[src/rtl/gc.sv]
// Global urisc core configuration constants shared by the core and its wrappers.
// Latency: not applicable (constants only).
// Backpressure: not applicable.
package gc;
   localparam int WORD_SIZE = 8;
endpackage

[src/rtl/urisc_run_ctrl_if.sv]
// Signal bundle between the run controller and the board/bench side.
// Latency: none (wires only); master = controller, slave = stimulus/monitor side.
// Backpressure: none; start is level-sampled, all status outputs are registered.
//
// Ports: start (request), led (observed core output), core_rst, busy, done,
//        pass, timeout, cyc_count, led_last (controller status).
interface urisc_run_ctrl_if #(
   parameter int WORD_SIZE = 8,
   parameter int CNT_W     = 16
);
   logic                 start;
   logic [WORD_SIZE-1:0] led;
   logic                 core_rst;
   logic                 busy;
   logic                 done;
   logic                 pass;
   logic                 timeout;
   logic [CNT_W-1:0]     cyc_count;
   logic [WORD_SIZE-1:0] led_last;

   modport master (
      input  start, led,
      output core_rst, busy, done, pass, timeout, cyc_count, led_last
   );

   modport slave (
      output start, led,
      input  core_rst, busy, done, pass, timeout, cyc_count, led_last
   );
endinterface

[src/rtl/urisc_run_ctrl.sv]
// Run controller: free-run (PRE), core reset pulse (RESET), bounded RUN window watching led.
// Latency: start -> first RUN cycle = PRE_CYCLES + max(RST_CYCLES,1) + 1 cycles; outputs registered.
// Backpressure: none; start is ignored outside IDLE (and in DONE unless restart is enabled).
//
// Ports: clk, rst (async active-high), bus (urisc_run_ctrl_if.master):
//   start/led in; core_rst, busy, done, pass, timeout, cyc_count, led_last out.
// Build option: define URISC_RUN_RESTART_EN to let start in DONE launch a new sequence.
module urisc_run_ctrl #(
   parameter int                   WORD_SIZE  = gc::WORD_SIZE,
   parameter int                   CNT_W      = 16,
   parameter int                   PRE_CYCLES = 5,
   parameter int                   RST_CYCLES = 2,
   parameter int                   RUN_CYCLES = 5,
   parameter logic [WORD_SIZE-1:0] EXPECT     = '0,
   parameter int                   STABLE     = 1
) (
   input  logic             clk,
   input  logic             rst,
   urisc_run_ctrl_if.master bus
);

   // A zero/negative reset length still gives the core one reset cycle.
   localparam int RST_EFF = (RST_CYCLES < 1) ? 1 : RST_CYCLES;
   localparam int PRE_EFF = (PRE_CYCLES < 0) ? 0 : PRE_CYCLES;
   localparam int SEQ_MAX = (PRE_EFF > RST_EFF) ? PRE_EFF : RST_EFF;
   // The shared down-counter only ever holds (length - 1).
   localparam int SEQ_W   = (SEQ_MAX > 1) ? $clog2(SEQ_MAX) : 1;
   localparam int STB_EFF = (STABLE < 1) ? 1 : STABLE;
   localparam int MATCH_W = (STB_EFF > 1) ? $clog2(STB_EFF + 1) : 1;

   localparam logic [SEQ_W-1:0]   PRE_LOAD   = SEQ_W'(PRE_EFF - 1);
   localparam logic [SEQ_W-1:0]   RST_LOAD   = SEQ_W'(RST_EFF - 1);
   localparam logic [CNT_W-1:0]   CYC_LAST   = CNT_W'(RUN_CYCLES - 1);
   localparam logic [MATCH_W-1:0] MATCH_FULL = MATCH_W'(STB_EFF);

   generate
      if (RUN_CYCLES < 1) begin : g_bad_run_min
         $error("urisc_run_ctrl: RUN_CYCLES must be at least 1");
      end
      if (longint'(RUN_CYCLES) >= (longint'(1) << CNT_W)) begin : g_bad_run_max
         $error("urisc_run_ctrl: RUN_CYCLES must be below 2**CNT_W");
      end
      if (STABLE < 1) begin : g_bad_stable
         $error("urisc_run_ctrl: STABLE must be at least 1");
      end
   endgenerate

   typedef enum logic [2:0] {
      S_IDLE  = 3'd0,
      S_PRE   = 3'd1,
      S_RESET = 3'd2,
      S_RUN   = 3'd3,
      S_DONE  = 3'd4
   } state_t;

   state_t               state_q, state_d;
   logic [SEQ_W-1:0]     seq_q, seq_d;
   logic [CNT_W-1:0]     cyc_q, cyc_d;
   logic [MATCH_W-1:0]   match_q, match_d;
   logic                 pass_q, pass_d;
   logic                 timeout_q, timeout_d;
   logic [WORD_SIZE-1:0] led_last_q, led_last_d;
   logic                 core_rst_q, core_rst_d;
   logic                 busy_q, busy_d;
   logic                 done_q, done_d;

   logic                 start_seq;
   logic                 led_hit;
   logic                 pass_hit;
   logic                 timeout_hit;

   assign led_hit = (bus.led == EXPECT);

   always_comb begin
      state_d     = state_q;
      seq_d       = seq_q;
      cyc_d       = cyc_q;
      match_d     = match_q;
      pass_d      = pass_q;
      timeout_d   = timeout_q;
      led_last_d  = led_last_q;
      start_seq   = 1'b0;
      pass_hit    = 1'b0;
      timeout_hit = 1'b0;

      case (state_q)
         S_IDLE: begin
            if (bus.start) begin
               start_seq = 1'b1;
            end
         end
         S_PRE: begin
            if (seq_q == '0) begin
               state_d = S_RESET;
               seq_d   = RST_LOAD;
            end else begin
               seq_d = seq_q - 1'b1;
            end
         end
         S_RESET: begin
            if (seq_q == '0) begin
               state_d = S_RUN;
            end else begin
               seq_d = seq_q - 1'b1;
            end
         end
         S_RUN: begin
            // Saturating run-length of consecutive matches, including this cycle.
            if (led_hit) begin
               match_d = (match_q == MATCH_FULL) ? match_q : match_q + 1'b1;
            end else begin
               match_d = '0;
            end
            pass_hit    = (match_d == MATCH_FULL);
            timeout_hit = (cyc_q == CYC_LAST);
            // Pass is checked first so a final-cycle success never reads as timeout.
            if (pass_hit) begin
               state_d    = S_DONE;
               pass_d     = 1'b1;
               led_last_d = bus.led;
            end else if (timeout_hit) begin
               state_d    = S_DONE;
               timeout_d  = 1'b1;
               led_last_d = bus.led;
            end else begin
               cyc_d = cyc_q + 1'b1;
            end
         end
         S_DONE: begin
`ifdef URISC_RUN_RESTART_EN
            if (bus.start) begin
               start_seq = 1'b1;
               pass_d    = 1'b0;
               timeout_d = 1'b0;
               cyc_d     = '0;
               match_d   = '0;
            end
`endif
         end
         default: begin
            state_d = S_IDLE;
         end
      endcase

      if (start_seq) begin
         if (PRE_EFF == 0) begin
            state_d = S_RESET;
            seq_d   = RST_LOAD;
         end else begin
            state_d = S_PRE;
            seq_d   = PRE_LOAD;
         end
      end

      // Status flops follow the next state so they line up with the state register.
      core_rst_d = (state_d == S_IDLE) || (state_d == S_RESET);
      busy_d     = (state_d == S_PRE) || (state_d == S_RESET) || (state_d == S_RUN);
      done_d     = (state_d == S_DONE);
   end

   always_ff @(posedge clk or posedge rst) begin
      if (rst) begin
         state_q    <= S_IDLE;
         seq_q      <= '0;
         cyc_q      <= '0;
         match_q    <= '0;
         pass_q     <= 1'b0;
         timeout_q  <= 1'b0;
         led_last_q <= '0;
         core_rst_q <= 1'b1;
         busy_q     <= 1'b0;
         done_q     <= 1'b0;
      end else begin
         state_q    <= state_d;
         seq_q      <= seq_d;
         cyc_q      <= cyc_d;
         match_q    <= match_d;
         pass_q     <= pass_d;
         timeout_q  <= timeout_d;
         led_last_q <= led_last_d;
         core_rst_q <= core_rst_d;
         busy_q     <= busy_d;
         done_q     <= done_d;
      end
   end

   assign bus.core_rst  = core_rst_q;
   assign bus.busy      = busy_q;
   assign bus.done      = done_q;
   assign bus.pass      = pass_q;
   assign bus.timeout   = timeout_q;
   assign bus.cyc_count = cyc_q;
   assign bus.led_last  = led_last_q;

endmodule

[src/flat_wrapper.sv]
// flat-port wrapper written by rule: the top's interface ports become plain ports
module urisc_run_ctrl_flat 
#(
   parameter int                   WORD_SIZE  = gc::WORD_SIZE,
   parameter int                   CNT_W      = 16,
   parameter int                   PRE_CYCLES = 5,
   parameter int                   RST_CYCLES = 2,
   parameter int                   RUN_CYCLES = 5,
   parameter logic [WORD_SIZE-1:0] EXPECT     = '0,
   parameter int                   STABLE     = 1
)
  (clk, rst, bus_start, bus_led, bus_core_rst, bus_busy, bus_done, bus_pass, bus_timeout, bus_cyc_count, bus_led_last);
  urisc_run_ctrl_if #(.WORD_SIZE(WORD_SIZE), .CNT_W(CNT_W)) bus_i ();
  input  logic clk;
  input  logic rst;
  input wire logic [$bits(bus_i.start)-1:0] bus_start;
  input wire logic [$bits(bus_i.led)-1:0] bus_led;
  output wire logic [$bits(bus_i.core_rst)-1:0] bus_core_rst;
  output wire logic [$bits(bus_i.busy)-1:0] bus_busy;
  output wire logic [$bits(bus_i.done)-1:0] bus_done;
  output wire logic [$bits(bus_i.pass)-1:0] bus_pass;
  output wire logic [$bits(bus_i.timeout)-1:0] bus_timeout;
  output wire logic [$bits(bus_i.cyc_count)-1:0] bus_cyc_count;
  output wire logic [$bits(bus_i.led_last)-1:0] bus_led_last;
  assign bus_i.start = bus_start;
  assign bus_i.led = bus_led;
  assign bus_core_rst = bus_i.core_rst;
  assign bus_busy = bus_i.busy;
  assign bus_done = bus_i.done;
  assign bus_pass = bus_i.pass;
  assign bus_timeout = bus_i.timeout;
  assign bus_cyc_count = bus_i.cyc_count;
  assign bus_led_last = bus_i.led_last;
  urisc_run_ctrl #(.WORD_SIZE(WORD_SIZE), .CNT_W(CNT_W), .PRE_CYCLES(PRE_CYCLES), .RST_CYCLES(RST_CYCLES), .RUN_CYCLES(RUN_CYCLES), .EXPECT(EXPECT), .STABLE(STABLE)) u_core (.clk(clk), .rst(rst), .bus(bus_i));
endmodule
[config.mk]
export PLATFORM = sky130hd
export DESIGN_NAME = urisc_run_ctrl_flat
export DESIGN_NICKNAME = d
export VERILOG_FILES = /design/src/rtl/gc.sv /design/src/rtl/urisc_run_ctrl_if.sv /design/src/rtl/urisc_run_ctrl.sv /design/src/flat_wrapper.sv
export SDC_FILE = /design/constraint.sdc
export NUM_CORES = 1
export LEC_CHECK = 0
export ABC_CLOCK_PERIOD_IN_PS = 1830
export CORE_AREA = 2 2 59 61
export DETAILED_ROUTE_END_ITERATION = 6
export DIE_AREA = 0 0 61 63
export DONT_BUFFER_PORTS = 1
export HOLD_SLACK_MARGIN = 0.06
export PLACE_DENSITY = 0.73
export SYNTH_ARGS = -nofsm -noshare
export SYNTH_HDL_FRONTEND = slang
export SYNTH_SLANG_ARGS = --single-unit
[constraint.sdc]
create_clock -name clk -period 1.83 [get_ports clk]
set_clock_uncertainty 0.2 [all_clocks]
set_input_delay 0.0915 -clock clk [delete_from_list [all_inputs] [get_ports clk]]
set_output_delay 0.0915 -clock clk [all_outputs]
set_load 0.01 [all_outputs]
Word-level counts from Yosys, hierarchy flattened

Index checks and enable logic that the tools add are counted.

Logic and storage cells: 57
Output and inout port bits: 29
Register bits after elaboration: 36

Add/sub/neg operators: 3
Equal/unequal tests: 10
Mux-type cells: 17
Reduce and logical (&&, ||, !) cells: 15
Bitwise operators: 2

Operators with widths:

| cell                                                                | count |
|---|---|
| 3-bit 2-to-1 mux                                                    | 8 |
| 16-bit by 1-bit adder with 16-bit output (second input constant)    | 1 |
| 16-bit by 3-bit == test with 1-bit output (second input constant)   | 1 |
| 8-bit 2-to-1 mux                                                    | 2 |
| 3-bit by 2-bit == test with 1-bit output (second input constant)    | 4 |
| 3-bit one-hot mux with 4 select lines                               | 1 |
| 3-bit logical NOT                                                   | 3 |
| 8-bit logical NOT                                                   | 1 |
| 3-bit by 1-bit == test with 1-bit output (second input constant)    | 2 |
| 3-bit == test (second input constant)                               | 2 |
| 3-bit one-hot mux with 2 select lines                               | 1 |
| 2-bit AND reduction                                                 | 3 |
| 3-bit AND reduction                                                 | 2 |
| 1-bit 2-to-1 mux                                                    | 5 |
| 1-bit logical OR                                                    | 3 |
| 3-bit by 2-bit != test with 1-bit output (second input constant)    | 1 |
| 3-bit nonzero test                                                  | 1 |
| 3-bit by 1-bit subtractor with 3-bit output (second input constant) | 1 |
| 1-bit NOT                                                           | 2 |
| 2-bit nonzero test                                                  | 1 |
| 2-bit OR reduction                                                  | 1 |
| 1-bit adder (second input constant)                                 | 1 |

Logic depth before layout (Yosys ltp)

Gate-level depths: netlist of the first run.

Depth after elaboration: 10
Depth in mapped cells: 8

Least setup slack after synthesis of the first run

Ideal clock, no wire load.

Path kind: flip-flop to flip-flop
Start: reg u_core.cyc_q[0], in the netlist u_core.bus.cyc_count[0]
End: reg u_core.led_last_q[1], in the netlist u_core.bus.led_last[1]
Buffers on the path: 0
Path slack: -0.240 ns
Library setup time: 0.125 ns
Required time: 1.505 ns
Stages on the path, launching flop included: 7
Arrival time: 1.745 ns
Cell sequence: dfrtp_1 > inv_1 > ha_1 > nor4bb_4 > nand4_2 > a21oi_4 > mux2_2

Longest elaborated chain between the ends: 3

Ends and longest elaborated chain:

| item                                      | line                  | source |
|---|---|---|
| from (decl)                               | urisc_run_ctrl.sv:58  | `logic [CNT_W-1:0] cyc_q, cyc_d;` |
| from (signal assigned)                    | urisc_run_ctrl.sv:176 | `cyc_q <= cyc_d;` |
| 16-bit by 3-bit == test with 1-bit output | urisc_run_ctrl.sv:115 | `timeout_hit = (cyc_q == CYC_LAST);` |
| 2-bit nonzero test (no line)              | n/a                   |  |
| 2-bit AND reduction (no line)             | n/a                   |  |
| to (signal assigned)                      | urisc_run_ctrl.sv:180 | `led_last_q <= led_last_d;` |
| to (decl)                                 | urisc_run_ctrl.sv:62  | `logic [WORD_SIZE-1:0] led_last_q, led_last_d;` |

Every way passes these cells.
A chain may end at the register's enable or synchronous reset.

Worst setup path in the final report of the first run

Start: reg u_core.cyc_q[4], in the netlist u_core.bus.cyc_count[4]
End: reg u_core.led_last_q[2], in the netlist u_core.bus.led_last[2]

Same word-level chain as after synthesis.

==> run summary, run 1 <==
• **accumulated negative setup slack** -1.92 ns
• **fraction of registers with async set/reset** 100%
• **cell at the root of the clock tree** clkbuf_4
• **WL per Instance** 16.1 um
• **maximum root-to-sink buffer count** 2
• **crit-path max FO** 9
• **area of the die** 3840 um^2
• **number of detailed-routing iterations run before antenna repair** 4
• **per-cell via count in the routed design** 5.33
• **number of distinct library cells after synthesis** 34
• **status** finished with violations
• **DRC violations left** 0
• **Final Net Count** 216
• **final core utilization** 69.6%
• **total of flip-flops plus latches after synthesis** 35
• **total setup violations reported at the end of the flow** 16
• **share of synthesized area occupied by flip-flops and latches** 51.5%
• **final setup slack of the worst path** -0.184 ns
• **Cell Count, Final, Fillers Out** 248
• **Die Wd** 61 um
• **crit path capture type** register
• **critical path launch point** u_core.bus.cyc_count[4]
• **dominant register cell in the synthesized netlist** dfrtp_1
• **reported max-cap violation count** 0
• **CORE AREA** 3230 um^2
• **CTS buffer count** 5
• **minimum clock period after layout** 2.01 ns
• **hold slack final** 0.0569 ns
• **Reg clk slew, reported paths** 0.12 ns
• **Final Max Tran Viols** 0
• **starting utilization of the core area** 52.7%
• **Total Wirelength** 3990 um
• **worst ir drop on vdd** 1.07 mV
• **number of primary I/O pins** 40
• **Post-DP HPWL** 2770 um
• **total of buffers placed on input and output ports** 0
• **number of antenna violations at the first check in global routing** 0
• **clock insertion delay at the later pin of the skew report** 0.35 ns
• **largest net degree at the start of global routing** 36
• **fraction of final layout cells with drive strength greater than 1** 31.2%
• **number of enable flip-flop cells after synthesis** 0
• **normalized max-slew margin** 67.2%
• **number of instances in the synthesized netlist** 157
• **weighted congestion at the end of routability-driven global placement** 0.887
• **last element of the critical path** u_core.bus.led_last[2]
• **overall track demand over capacity in global routing** 22.8%
• **number of cell rows** 21
• **Worst R2R Path Depth** 7
• **Area growth, synth to finish** 32.1%
• **Hold WC Path Type** input port to async pin
• **wire length of the first global-routing pass** 6440 um
• **most frequent cells in the layout** dfrtp_1, buf_4, xnor2_1
• **most common library cell in the layout ignoring fill and taps** dfrtp_1
• **number of antenna diodes** 0
• **clock sinks** 35
• **depth of the CTS H-tree** 2
• **required time at the endpoint of the critical path** 1.88 ns
• **share of the clock period used by the worst path** 110%
• **data arrival at the endpoint of the critical path** 2.06 ns
• **Synth Area per Inst** 10.8 um^2
• **summed instance area of the synthesized netlist** 1700 um^2
• **number of hold-slack violations in the final timing report** 0
• **worst-margin pin slew** 0.485 ns
• **Critical R2R Capture** u_core.bus.led_last[2]
• **pwr dens** 1520 nW/um^2
• **setup repair after global routing missed its margin** true
• **Antenna Violating Nets Remaining** 0
• **Static Leakage** 1.02 nW
• **Critical R2R Launch** u_core.bus.cyc_count[4]
• **number of design-rule violations left by the first detailed-router iteration** 67
• **number of global-route vias before repair** 1372
• **count of yosys warnings during synthesis** 0
• **slack of the worst reg-to-reg path** -0.18 ns
• **total congestion overflow** 0
• **vertical die dimension** 63 um
• **Net Count, Synth** 172
• **vias after detailed routing** 1321
• **kind of start point of the critical path** register
• **violated checks** negative setup slack
• **Crit Path Class** register to register
• **instance count after placement with tap cells included** 225
• **clock tree from TritonCTS** done
• **Fmax achieved** 0.497 GHz
## Yosys cell counts, types with 4 or more instances
cell | count | share of area [%]
dfrtp_1 | 34 | 50
xnor2_1 | 15 | 7.7
mux2_2 | 5 | 3.3
o21ai_0 | 4 | 1.2
nand2_1 | 12 | 2.6
nor2b_1 | 4 | 1.5
nor2_1 | 11 | 2.4
ha_1 | 4 | 2.9
nand4_1 | 6 | 2.2
nor4_1 | 4 | 1.5
a21o_1 | 4 | 1.8
inv_1 | 6 | 1.3
nor3_1 | 4 | 1.2
nand3_1 | 7 | 2.1
and3_1 | 5 | 1.8
## sequential cells by signal, indices dropped and copies added (netlist names)
name,flops
u_core.bus.cyc_count,16
u_core.bus.led_last,8
u_core.seq_q,3
u_core.state_q,3
u_core.bus.busy,1
u_core.bus.core_rst,1
u_core.bus.done,1
u_core.bus.pass,1
u_core.bus.timeout,1
## final cells by class
class	count	area [um^2]
Fill cell	260	983
Sequential cell	35	877
Multi-Input combinational cell	110	826
Timing Repair Buffer	43	360
Clock inverter	3	67.6
Tap cell	46	57.6
Clock buffer	5	37.5
Inverter	6	22.5
## cells by family after synthesis
kind of cell | Yosys count | share of synthesized area (%)
fa+ha+maj | 4 | 2.94
mux | 10 | 6.47
flops | 35 | 51.5
compound gates | 19 | 7.79
xor+xnor | 15 | 7.72
simple gates | 62 | 20.2
buf+inv | 12 | 3.31
## critical path: stages (launching register included)
cell and delay, ns:
dfrtp_1 0.41, nor4_2 0.28, buf_4 0.15, nand4_2 0.09, buf_4 0.17, a21oi_4 0.16, buf_12 0.15, mux2_4 0.30
## routing by layer
metal,global-route usage [%],routed length (um),vias up,share of wire (%)
met5,0,0,-,0
met4,8.15,76,0,1.9
met3,7.66,203,7,5.1
met2,37.8,2090,36,52
met1,26.8,1620,650,41
li1,-,-,628,-
## report_power, final
| group | leakage (nW) | switching (mW) | internal (mW) |
|---|---|---|---|
| registers | 0.441 | 0.240 | 1.03 |
| clock network | 0.0514 | 0.279 | 0.425 |
| logic | 0.532 | 0.697 | 0.738 |
| total | 1.02 | 1.22 | 2.19 |
## worst min path at each step
stage          slack (ns)                       end  cells past startpoint  startpoint
2_1_floorplan        0.04    u_core.bus.led_last[0]                      1  bus_led[0]
3_3_place_gp        -0.10  u_core.bus.cyc_count[10]                      2         rst
3_5_place_dp         -0.1    u_core.bus.led_last[4]                      2         rst
4_1_cts              0.08    u_core.bus.led_last[4]                      3         rst
5_1_grt              0.11    u_core.bus.led_last[4]                      3         rst
6_report             0.06    u_core.bus.led_last[6]                      3         rst
## through the flow
stage | area, um^2 | power [mW] | setup WS (ns)
floorplan | 1740 | 2.20 | -0.197
global placement | 1980 | 2.50 | -0.204
detailed placement | 1980 | 2.57 | -0.232
CTS | 2210 | 3.32 | -0.205
global route | 2250 | 3.61 | -0.298
finish | 2250 | 3.41 | -0.184
## what timing repair did
item	4_1_cts	5_1_grt
gates cloned	0	0
endpoints found under the hold margin	51	0
hold buffers	10	0
gates resized for setup	2	6
pin swaps	2	2
endpoints found under the setup margin	29	30
buffers inserted	2	3
Note: power is estimated with default switching activity, not from simulation.
==> run 2: changes to the inputs <==
--- a/config.mk
+++ b/config.mk
@@ -6,12 +6,12 @@
 export NUM_CORES = 1
 export LEC_CHECK = 0
 export ABC_CLOCK_PERIOD_IN_PS = 1830
-export CORE_AREA = 2 2 59 61
+export CORE_AREA = 2 2 65 67
 export DETAILED_ROUTE_END_ITERATION = 6
-export DIE_AREA = 0 0 61 63
+export DIE_AREA = 0 0 67 69
 export DONT_BUFFER_PORTS = 1
 export HOLD_SLACK_MARGIN = 0.06
-export PLACE_DENSITY = 0.73
+export PLACE_DENSITY = 0.62
 export SYNTH_ARGS = -nofsm -noshare
 export SYNTH_HDL_FRONTEND = slang
 export SYNTH_SLANG_ARGS = --single-unit
==> run 2 against run 1 <==
The run still ends with negative setup slack left. Non-clock buffer count is 1 lower. Critical path depth did not move. Sequential share of layout area is 0.37 points higher. First-iteration DRC count shrank 18%. Die area rose by 20%. Global-route usage down 5.2 points. Highest routed layer unchanged. Critical endpoint unchanged.
==> run summary, run 2 (same netlist as run 1, synthesis figures left out) <==
• **Sw Pwr** 1.17 mW, -3.6%
• **Die Wd** 67 um, +9.8%
• **fraction of final layout cells with drive strength greater than 1** 29.5%, -1.7 points
• **Cell Count, Final, Fillers Out** 250, +0.81%
• **number of detailed-routing iterations run before antenna repair** 4, unchanged
• **depth of the CTS H-tree** 2, unchanged
• **setup repair after global routing missed its margin** true
• **weighted congestion at the end of routability-driven global placement** 0.782, -12%
• **CP cell instances** nor4_4 -> buf_4 -> nand4_2 -> buf_4 -> a21oi_4 -> buf_12 -> mux2_4
• **status** finished with violations
• **Crit Path Class** register to register
• **slack of the worst reg-to-reg path** -0.21 ns, -0.02 ns
• **vias after detailed routing** 1315, -0.45%
• **Antenna Violating Nets Remaining** 0, unchanged
• **total congestion overflow** 0, unchanged
• **reported max-cap violation count** 0, unchanged
• **required time at the endpoint of the critical path** 1.80 ns, -0.08 ns
• **cell at the slowest stage of the critical path** dfrtp_1
• **number of global-route vias before repair** 1324, -3.5%
• **instance count after placement with tap cells included** 230, +2.2%
• **total setup violations reported at the end of the flow** 16, unchanged
• **most frequent cells in the layout** dfrtp_1, buf_4, xnor2_1
• **worst ir drop on vdd** 0.733 mV, -31%
• **crit-path max FO** 9, unchanged
• **most common library cell in the layout ignoring fill and taps** dfrtp_1
• **pwr dens** 1450 nW/um^2, -4.4%
• **DRC violations left** 0, unchanged
• **starting utilization of the core area** 43.5%, -9.2 points
• **worst-margin pin slew** 0.464 ns, -0.0210 ns
• **violated checks** negative setup slack
• **CORE AREA** 3910 um^2, +21%
• **final setup slack of the worst path** -0.208 ns, -0.0247 ns
• **CTS buffer count** 5, unchanged
• **clock sinks** 35, unchanged
• **max reg flops** 16, unchanged
• **minimum clock period after layout** 2.04 ns, +0.0247 ns
• **cell at the root of the clock tree** clkbuf_8
• **Final Net Count** 215, -0.46%
• **Post-DP HPWL** 2670 um, -3.7%
• **data arrival at the endpoint of the critical path** 2.01 ns, -0.05 ns
• **delay of the slowest cell on the worst path** 0.42 ns, about the same
• **maximum root-to-sink buffer count** 2, unchanged
• **number of primary I/O pins** 40, unchanged
• **number of antenna violations at the first check in global routing** 0, unchanged
• **number of hold-slack violations in the final timing report** 0, unchanged
• **Hold WC Path Type** input port to async pin
• **Logic pwr share** 43.0%, +0.9 points
• **number of buffers and inverters on the critical path** 3, unchanged
• **switching part of the total power** 36.3%, +0.62 points
• **overall track demand over capacity in global routing** 17.6%, -5.2 points
• **normalized max-slew margin** 69.1%, +1.9 points
• **clock insertion delay at the later pin of the skew report** 0.29 ns, -0.06 ns
• **most numerous cell on the critical path** buf_4
• **crit path capture type** register
• **largest net degree at the start of global routing** 36, unchanged
• **per-cell via count in the routed design** 5.26, -1.3%
• **Reg clk slew, reported paths** 0.08 ns, -0.04 ns
• **number of antenna diodes** 0, unchanged
• **number of design-rule violations left by the first detailed-router iteration** 55, -18%
• **final core utilization** 56.9%, -13 points
• **Area growth, synth to finish** 30.9%
• **number of cell rows** 23, +9.5%
• **Total Wirelength** 3890 um, -2.5%
• **kind of start point of the critical path** register
• **part of the power in registers** 39.4%, +2.1 points
• **vertical die dimension** 69 um, +9.5%
• **hold slack final** 0.148 ns, +0.0913 ns
• **Fmax achieved** 0.491 GHz, -1.2%
• **Static Leakage** 1.02 nW, -0.55%
• **area of the die** 4620 um^2, +20%
• **Final Max Tran Viols** 0, unchanged
• **family of cells with the greatest summed delay on the critical path** buffers and inverters
• **WL per Instance** 15.6 um, -3.3%
• **share of the clock period used by the worst path** 111%, +1.3 points
• **wire length of the first global-routing pass** 6250 um, -3.0%
• **P_int** 2.06 mW, -6.2%
• **clock network power share** 17.6%, -3.0 points
• **clock tree from TritonCTS** done
• **total of buffers placed on input and output ports** 0, unchanged
• **setup slack at placement** -0.258 ns, -0.0263 ns
run 2: changes by cell type in the layout (fill, tap and decap cells not counted), sizes merged:
cell      previous run  this run
bufinv               2         0
buf                 33        32
clkbuf               5         6
clkinv               0         1
clkinvlp             1         0
run 2: path summary, 6_finish.rpt:
path | from | to | depth (start not counted)
worst min-delay path | rst | u_core.bus.cyc_count[15] | 3
worst max register to register | u_core.bus.cyc_count[11] | u_core.bus.led_last[2] | 7
worst max-delay path | u_core.bus.cyc_count[11] | u_core.bus.led_last[2] | 7
min in group clk | u_core.seq_q[2] | u_core.seq_q[2] | 1
worst min register to register | u_core.seq_q[2] | u_core.seq_q[2] | 1
max in group asynchronous | rst | u_core.bus.core_rst | 3
run 2: metal layers:
metal,wire length (um),share of wire (%),GRT usage [%]
met1,1590,41,21.2
met2,2070,53,28.7
met3,173,4.4,6.53
met4,55,1.4,5.44
met5,0,0,0
run 2: tightest hold or removal path, cell delays in order:
cell and delay (ns):
dlygate4sd3_1 0.53, inv_1 0.05, buf_4 0.40
run 2: stage by stage:
stage	setup TNS, ns	area [um^2]	power [mW]
floorplan	-1.59	1740	2.20
global placement	-5.20	1990	2.51
global route	-4.75	2230	3.46
finish	-2.25	2230	3.23
detailed placement	-5.97	1990	2.57
CTS	-2.51	2190	3.19
run 2: power by group through the flow:
stage,Clock (mW),Sequential (mW),Combinational (mW)
after floorplan,0,1.28,0.918
after global placement,0,1.27,1.24
after detailed placement,0,1.28,1.29
after CTS,0.585,1.27,1.33
after global routing,0.621,1.30,1.54
final,0.568,1.27,1.39
run 2: final cells by class:
type	count	area, um^2
clock buffers	6	82.6
flip-flops and latches	35	877
repair buffers	42	353
inverters	6	22.5
clock inverters	1	5.00
fillers	358	1690
multi-input cells	110	825
well taps	50	62.6
run 2: timing repair:
action	CTS	global route
hold buffers	10	0
pin swaps	0	2
setup buffers	0	3
endpoints found under the setup margin	30	30
resized for setup	3	4
hold endpoints to repair	51	0
